--- config.mk ---
export PLATFORM = sky130hd
export DESIGN_NAME = arith_op_dispatcher
export DESIGN_NICKNAME = d
export VERILOG_FILES = /design/src/rtl/arith_pkg.sv /design/src/rtl/op_timeout_counter.sv /design/src/rtl/arith_op_dispatcher.sv
export SDC_FILE = /design/constraint.sdc
export NUM_CORES = 1
export LEC_CHECK = 0
export CAP_MARGIN = 20
export CORE_UTILIZATION = 30
export DETAILED_ROUTE_END_ITERATION = 7
export HOLD_SLACK_MARGIN = 0.1
export PLACE_DENSITY = 0.56
export SYNTH_ARGS = -nofsm -noshare
export SYNTH_HDL_FRONTEND = slang
export SYNTH_SLANG_ARGS = --single-unit
--- constraint.sdc ---
create_clock -name clk -period 2.6 [get_ports clk]
set_clock_uncertainty 0.1 [all_clocks]
set_input_delay 0.52 -clock clk [delete_from_list [all_inputs] [get_ports clk]]
set_output_delay 0.52 -clock clk [all_outputs]
set_load 0.005 [all_outputs]
--- src/rtl/arith_pkg.sv ---
// Shared opcode encoding, dispatcher states and default widths for the arithmetic unit cluster.
// The result multiplexer decodes its selector with the same OP_* constants.
package arith_pkg;

  localparam int NBitsDefault = 16;

  localparam logic [1:0] OP_MULT = 2'b00;
  localparam logic [1:0] OP_DIV  = 2'b01;
  localparam logic [1:0] OP_SQR  = 2'b10;
  localparam logic [1:0] OP_INV  = 2'b11;

  typedef enum logic [2:0] {
    ST_IDLE,
    ST_ISSUE,
    ST_WAIT,
    ST_CAPTURE,
    ST_FAIL
  } dispatch_state_e;

endpackage

--- src/rtl/op_timeout_counter.sv ---
// Watchdog counter for the dispatcher's WAIT state: clears on demand, counts while enabled,
// and holds at TimeoutCycles, where it raises the terminal flag.
module op_timeout_counter #(
  parameter int TimeoutCycles = 255,
  localparam int CntW         = $clog2(TimeoutCycles + 1)
) (
  input  logic clk,
  input  logic reset,
  input  logic clear_i,
  input  logic enable_i,
  output logic terminal_o
);

  logic [CntW-1:0] count_q;
  logic [CntW-1:0] count_d;

  assign terminal_o = (count_q == CntW'(TimeoutCycles));

  always_comb begin
    count_d = count_q;
    if (clear_i) begin
      count_d = '0;
    end else if (enable_i && !terminal_o) begin
      count_d = count_q + 1'b1;
    end
  end

  always_ff @(posedge clk or posedge reset) begin
    if (reset) begin
      count_q <= '0;
    end else begin
      count_q <= count_d;
    end
  end

endmodule

--- src/rtl/arith_op_dispatcher.sv ---
// Control-side dispatcher for the mult/div/sqrt cores: validates a request, pulses the chosen
// unit's start, steers the result mux, and captures the result or aborts on fault/timeout.
module arith_op_dispatcher
  import arith_pkg::*;
#(
  parameter int NBits         = NBitsDefault,
  parameter int TimeoutCycles = 255
) (
  input  logic             clk,
  input  logic             reset,
  input  logic             Start,
  input  logic [1:0]       Op,
  input  logic [NBits-1:0] DataX,
  input  logic [NBits-1:0] DataY,
  input  logic             Done_Mult,
  input  logic             Done_Div,
  input  logic             Done_SQR,
  input  logic [NBits-1:0] Result_In,
  output logic             Start_Mult,
  output logic             Start_Div,
  output logic             Start_SQR,
  output logic [NBits-1:0] OpX,
  output logic [NBits-1:0] OpY,
  output logic [1:0]       Selector,
  output logic [NBits-1:0] Result,
  output logic             Busy,
  output logic             Done,
  output logic             Error
);

  dispatch_state_e state_q, state_d;
  logic [1:0]       sel_q, sel_d;
  logic [NBits-1:0] opX_q, opX_d;
  logic [NBits-1:0] opY_q, opY_d;
  logic [NBits-1:0] result_q, result_d;
  logic             error_q, error_d;
  logic             cntClear;
  logic             cntEnable;
  logic             timedOut;
  logic             unitDone;

  op_timeout_counter #(
    .TimeoutCycles(TimeoutCycles)
  ) u_timeout (
    .clk       (clk),
    .reset     (reset),
    .clear_i   (cntClear),
    .enable_i  (cntEnable),
    .terminal_o(timedOut)
  );

  // Only the unit currently selected may complete the operation.
  always_comb begin
    unitDone = 1'b0;
    case (sel_q)
      OP_MULT: unitDone = Done_Mult;
      OP_DIV:  unitDone = Done_Div;
      OP_SQR:  unitDone = Done_SQR;
      default: unitDone = 1'b0;
    endcase
  end

  always_comb begin
    state_d   = state_q;
    sel_d     = sel_q;
    opX_d     = opX_q;
    opY_d     = opY_q;
    result_d  = result_q;
    error_d   = error_q;
    cntClear  = 1'b0;
    cntEnable = 1'b0;
    case (state_q)
      ST_IDLE: begin
        if (Start) begin
          if (Op == OP_INV || (Op == OP_DIV && DataY == '0)) begin
            error_d = 1'b1;
            state_d = ST_FAIL;
          end else begin
            sel_d   = Op;
            opX_d   = DataX;
            opY_d   = DataY;
            error_d = 1'b0;
            state_d = ST_ISSUE;
          end
        end
      end
      ST_ISSUE: begin
        cntClear = 1'b1;
        state_d  = ST_WAIT;
      end
      // A completing unit wins over a timeout that expires in the same cycle.
      ST_WAIT: begin
        cntEnable = 1'b1;
        if (unitDone) begin
          result_d = Result_In;
          state_d  = ST_CAPTURE;
        end else if (timedOut) begin
          error_d = 1'b1;
          state_d = ST_FAIL;
        end
      end
      ST_CAPTURE: state_d = ST_IDLE;
      ST_FAIL:    state_d = ST_IDLE;
      default:    state_d = ST_IDLE;
    endcase
  end

  always_ff @(posedge clk or posedge reset) begin
    if (reset) begin
      state_q  <= ST_IDLE;
      sel_q    <= OP_MULT;
      opX_q    <= '0;
      opY_q    <= '0;
      result_q <= '0;
      error_q  <= 1'b0;
    end else begin
      state_q  <= state_d;
      sel_q    <= sel_d;
      opX_q    <= opX_d;
      opY_q    <= opY_d;
      result_q <= result_d;
      error_q  <= error_d;
    end
  end

  assign Start_Mult = (state_q == ST_ISSUE) && (sel_q == OP_MULT);
  assign Start_Div  = (state_q == ST_ISSUE) && (sel_q == OP_DIV);
  assign Start_SQR  = (state_q == ST_ISSUE) && (sel_q == OP_SQR);
  assign OpX        = opX_q;
  assign OpY        = opY_q;
  assign Selector   = sel_q;
  assign Result     = result_q;
  assign Busy       = (state_q != ST_IDLE);
  assign Done       = (state_q == ST_CAPTURE) || (state_q == ST_FAIL);
  assign Error      = error_q;

endmodule

Word-level counts from Yosys, hierarchy flattened
Cells that the tools add are included.

storage, ports and cells
  register bits after elaboration = 62

operators by class
  $add $sub $neg = 1
  multiplexer cells = 15
  reduce and logical (&&, ||, !) cells = 18
  equality and inequality tests = 13
  bitwise operators = 1

operators with widths
  kind                   number
  $logic_not A16 Y1      1
  $mux W8                2
  $mux W3                4
  $pmux W3 S3            1
  $add A8 B1 Y8 const B  1
  $eq A8 B8 Y1 const B   1
  $eq A3 B2 Y1 const B   2
  $mux W1                6
  $logic_and A1 B1 Y1    5
  $eq A2 B1 Y1 const B   2
  $eq A2 B2 Y1 const B   2
  $ne A2 B2 Y1 const B   2
  $reduce_and A2 Y1      2
  $reduce_and A4 Y1      1
  $reduce_bool A2 Y1     2
  $eq A3 B1 Y1 const B   1
  $eq A3 B3 Y1 const B   1
  $logic_not A3 Y1       1
  $ne A3 B2 Y1 const B   1
  $pmux W1 S3            1
  $reduce_and A3 Y1      1
  $reduce_bool A3 Y1     1
  $logic_not A2 Y1       1
  $logic_or A1 B1 Y1     2
  other kinds (4)        4

Logic depth before layout (Yosys ltp)
  word-level depth = 6
  depth in mapped cells = 6

Modules after synthesis
From an unflattened synthesis, not the netlist that was laid out.

unflattened totals
  cell total of the unflattened synthesis = 198
  area total of the unflattened synthesis = 2,854.0 um^2

by module, submodules not included
  module               cells an instance  instances  area an instance (um^2)  seq. area each (um^2)
  arith_op_dispatcher  150                1          2,362.3                  1,351.3
  op_timeout_counter   48                 1          491.7                    200.2

Worst setup path after synthesis
No wires, ideal clock.

  path kind = input to register
  start point = in Start
  end point = reg opX_q[0], in the netlist OpX[0]
  path slack = 617 ps
  data arrival time = 1,758 ps
  stages on the path = 5
  path through = or4b_1 -> buf_2 -> a21oi_4 -> buf_6 -> mux2_2

between the ends
  longest elaborated chain between the ends = 1

ends and longest elaborated chain
  what                                RTL line                    source
  from (decl)                         arith_op_dispatcher.sv:11   input logic Start,
  $reduce_and A3 Y1 (no source line)  -
  to (signal assigned)                arith_op_dispatcher.sv:119  opX_q <= opX_d;
  to (decl)                           arith_op_dispatcher.sv:33   logic [NBits-1:0] opX_q, opX_d;

Every way passes these cells.
A chain may end at the register's enable or synchronous reset.

Final worst setup path
  start point = reg state_q[1]
  end point = out Start_SQR

between the ends
  longest elaborated chain between the ends = 2

ends and longest elaborated chain
  what                    RTL line                    source
  from (decl)             arith_op_dispatcher.sv:31   dispatch_state_e state_q, state_d;
  from (signal assigned)  arith_op_dispatcher.sv:117  state_q <= state_d;
  $eq A3 B1 Y1            arith_op_dispatcher.sv:128  assign Start_SQR = (state_q == ST_ISSUE) && (sel_q == OP_SQR);
  $logic_and A1 B1 Y1     arith_op_dispatcher.sv:128
  to (decl)               arith_op_dispatcher.sv:21   output logic Start_SQR,

Every way passes these cells.

==> flow_metrics.py <==
metrics = {
    "floorplanning": {
        "die_h_um": 96.2,
        "coreArea_um2": 8680,
        "io-pin-count": 112,
        "die_area_um2": 9260,
        "initial_core_util_pct": 30.7,
        "die_width_um": 96.2,
        "fp-row-count": 34,
    },
    "detailed_routing": {
        "ant_nets": 0,
        "drt-total-wl_um": 6640,
        "drt-pass1-iter-count": 4,
        "vias": 2098,
        "vias_per_cell": 4.79,
        "drc": 0,
        "wl_per_cell_um": 15.2,
        "drt_iter0_drc": 57,
    },
    "layout": {
        "layout_common_cells": "111 x clkdlybuf4s50_1, 62 x dfrtp_1, 49 x mux2_2",
        "antenna_cells": 0,
        "stdcell_count": 438,
        "layout_commonest_cell": "clkdlybuf4s50_1",
        "finish.utilization_pct": 48.5,
        "nNetsFinal": 383,
        "nFillCells": 825,
        "drive_gt1_share_pct": 26.7,
        "area_growth_syn_to_layout_pct": 58.1,
    },
    "sta": {
        "finalHoldViolations": 0,
        "setup_tns_ps": 0,
        "fmax_mhz": 404,
        "rsz0062_at_grt": "no",
        "fin_crit_sh_pct": 95.3,
        "finalSetupViolations": 0,
        "fin_crit_ps": 2480,
        "slew_headroom_pct": 62.3,
        "worst-slew-pin-transition_ps": 564,
        "slew_viol_final": 0,
    },
    "critical_path": {
        "endpoint_kind": "primary output",
        "critPathLaunchType": "register",
        "crit_type": "register to primary output",
        "reg2reg_depth": 3,
        "crit_required_ps": 1980,
        "path_max_fanout": 7,
        "worstPathArrival_ps": 1860,
    },
    "power": {
        "p_leak_nw": 1.74,
        "pwr_density_cell_nw_per_um2": 1110,
        "ir_drop_v": 0.000447,
        "total_power_mw": 4.67,
    },
    "clock_network": {
        "clock_path_buffers": 2,
        "cts_root_buf": "clkbuf_8",
        "cts_tree": "yes",
        "h-tree-depth": 3,
        "hold_buffers": 0,
        "path_clk_slew_ps": 70,
        "cts_buffers": 9,
        "cts.sink_count": 62,
        "worstSkewPairLatency_ps": 330,
    },
    "synthesis": {
        "syn_avg_cell_area_um2": 13.7,
        "synth_fp_nets": 252,
        "synth_top_family_by_area": "multiplexers",
        "syn_area_um2": 2660,
        "synth_cells": 195,
        "synth.distinct_cells": 38,
        "synthArstFlopShare_pct": 100,
        "synth_xor_xnor_area_share_pct": 1.32,
        "synth_flop_cell": "dfrtp_1",
        "muxShareOfSynthArea_pct": 21.5,
        "synth_fa_ha_area_share_pct": 0.470,
        "synth_compound_area_share_pct": 6.58,
        "synth_edf_count": 0,
        "yosys.area_share.simple_pct": 9.30,
        "synth_warnings": 0,
        "synth_seq_area_share_pct": 58.2,
        "ys_ff_latch": 62,
    },
    "global_route": {
        "grt_antenna_before_repair": 0,
        "grt_pass1_wl_um": 10100,
        "track_usage_pct": 15.1,
        "grt_max_degree": 21,
        "overflow": 0,
        "first_global_vias": 2052,
    },
    "placement": {
        "portBuffers": 111,
        "place.gp.congestion": 0.746,
        "dp_hpwl_um": 4780,
        "dp_cells": 421,
    },
    "hold_path": {
        "hp-class": "input port to async pin",
    },
    "outcome": {
        "outcome": "finished, final reports clean",
    },
    "flow_run": {
        "drv_cap": 0,
    },
}
-- cell usage after synthesis (2+ instances only) --
cell | instances | area, um2
a211oi_1 | 2 | 15.0
a41o_1 | 2 | 20.0
and2_1 | 2 | 12.5
and3_1 | 2 | 12.5
buf_2 | 2 | 10.0
buf_6 | 4 | 45.0
dfrtp_1 | 62 | 1550
inv_1 | 3 | 11.3
mux2_2 | 49 | 552
mux2i_1 | 2 | 20.0
nand2_1 | 4 | 15.0
nand2b_1 | 3 | 18.8
nand3b_1 | 2 | 15.0
nor2_1 | 12 | 45.0
nor3_1 | 4 | 20.0
nor3b_1 | 3 | 22.5
nor4_1 | 4 | 25.0
o211ai_1 | 5 | 37.5
o21ai_0 | 5 | 25.0
or3_1 | 2 | 12.5
xor2_1 | 4 | 35.0
-- through the flow --
| stage | hold slack (ps) | instance area [um2] | setup WS, ps |
|---|---|---|---|
| 4_1_cts | 397 | 4190 | 13.2 |
| 3_5_place_dp | 394 | 3970 | -399 |
| 2_1_floorplan | 403 | 2660 | 439 |
| 6_report | 396 | 4210 | 122 |
| 5_1_grt | 422 | 4210 | 44.4 |
| 3_3_place_gp | 388 | 3970 | -378 |
-- critical path: stages, from the launching register on --
cell	delay [ps]
dfrtp_1	380
buf_4	160
nor2_2	130
nand2_2	120
nor3b_1	200
clkdlybuf4s50_1	540
-- final cells by class --
cell class | count | area [um2] | area share, %
clock buffers | 12 | 165 | 3.92
clock inverters | 3 | 42.5 | 1.01
inverters | 3 | 11.3 | 0.267
multi-input cells | 124 | 1070 | 25.4
flip-flops and latches | 62 | 1550 | 36.8
well taps | 108 | 135 | 3.21
repair buffers | 126 | 1240 | 29.4
-- state kept, by name (all words and copies together), names as in the netlist --
name and flops:
OpY 16, OpX 16, u_timeout.count_q 8, state_q 3, Error 1, Selector 2, Result 16
-- path summary, 6_finish.rpt --
kind | slack, ps | from | to
max reg2reg | 400 | state_q[1] | OpX[1]
max in group asynchronous | 1390 | reset | OpX[15]
min reg2reg | 410 | OpY[7] | OpY[7]
min | 400 | reset | Result[1]
min in group clk | 410 | OpY[7] | OpY[7]
max | 120 | state_q[1] | Start_SQR
-- per-layer routing --
metal	up-vias	wire length (um)	track usage, %
met5	-	0	0
met3	9	295	4.03
li1	982	-	-
met4	0	126	7.84
met2	53	3230	23.8
met1	1054	2990	18.9
-- timing repair --
item                                    CTS  global route
hold endpoints to repair                  0             0
resized for setup                         1             3
cloned                                    1             0
buffers inserted                          0             1
pin swaps                                 0             1
endpoints found under the setup margin   32             3
-- kinds of logic after synthesis --
group,after synthesis
buffers and inverters,10
AOI/OAI and AO/OA,23
muxes,51
and+or+nand+nor,44
DFF,62
adders and majority gates,1
xor gates and xnor gates,4
-- where the power goes --
group | switching, mW | internal (mW) | total (mW) | leakage (nW)
combinational | 0.716 | 1.38 | 2.10 | 0.884
clock | 0.372 | 0.515 | 0.887 | 0.104
sequential | 0.265 | 1.42 | 1.68 | 0.752
No activity file was read; power rests on OpenSTA's default activity.
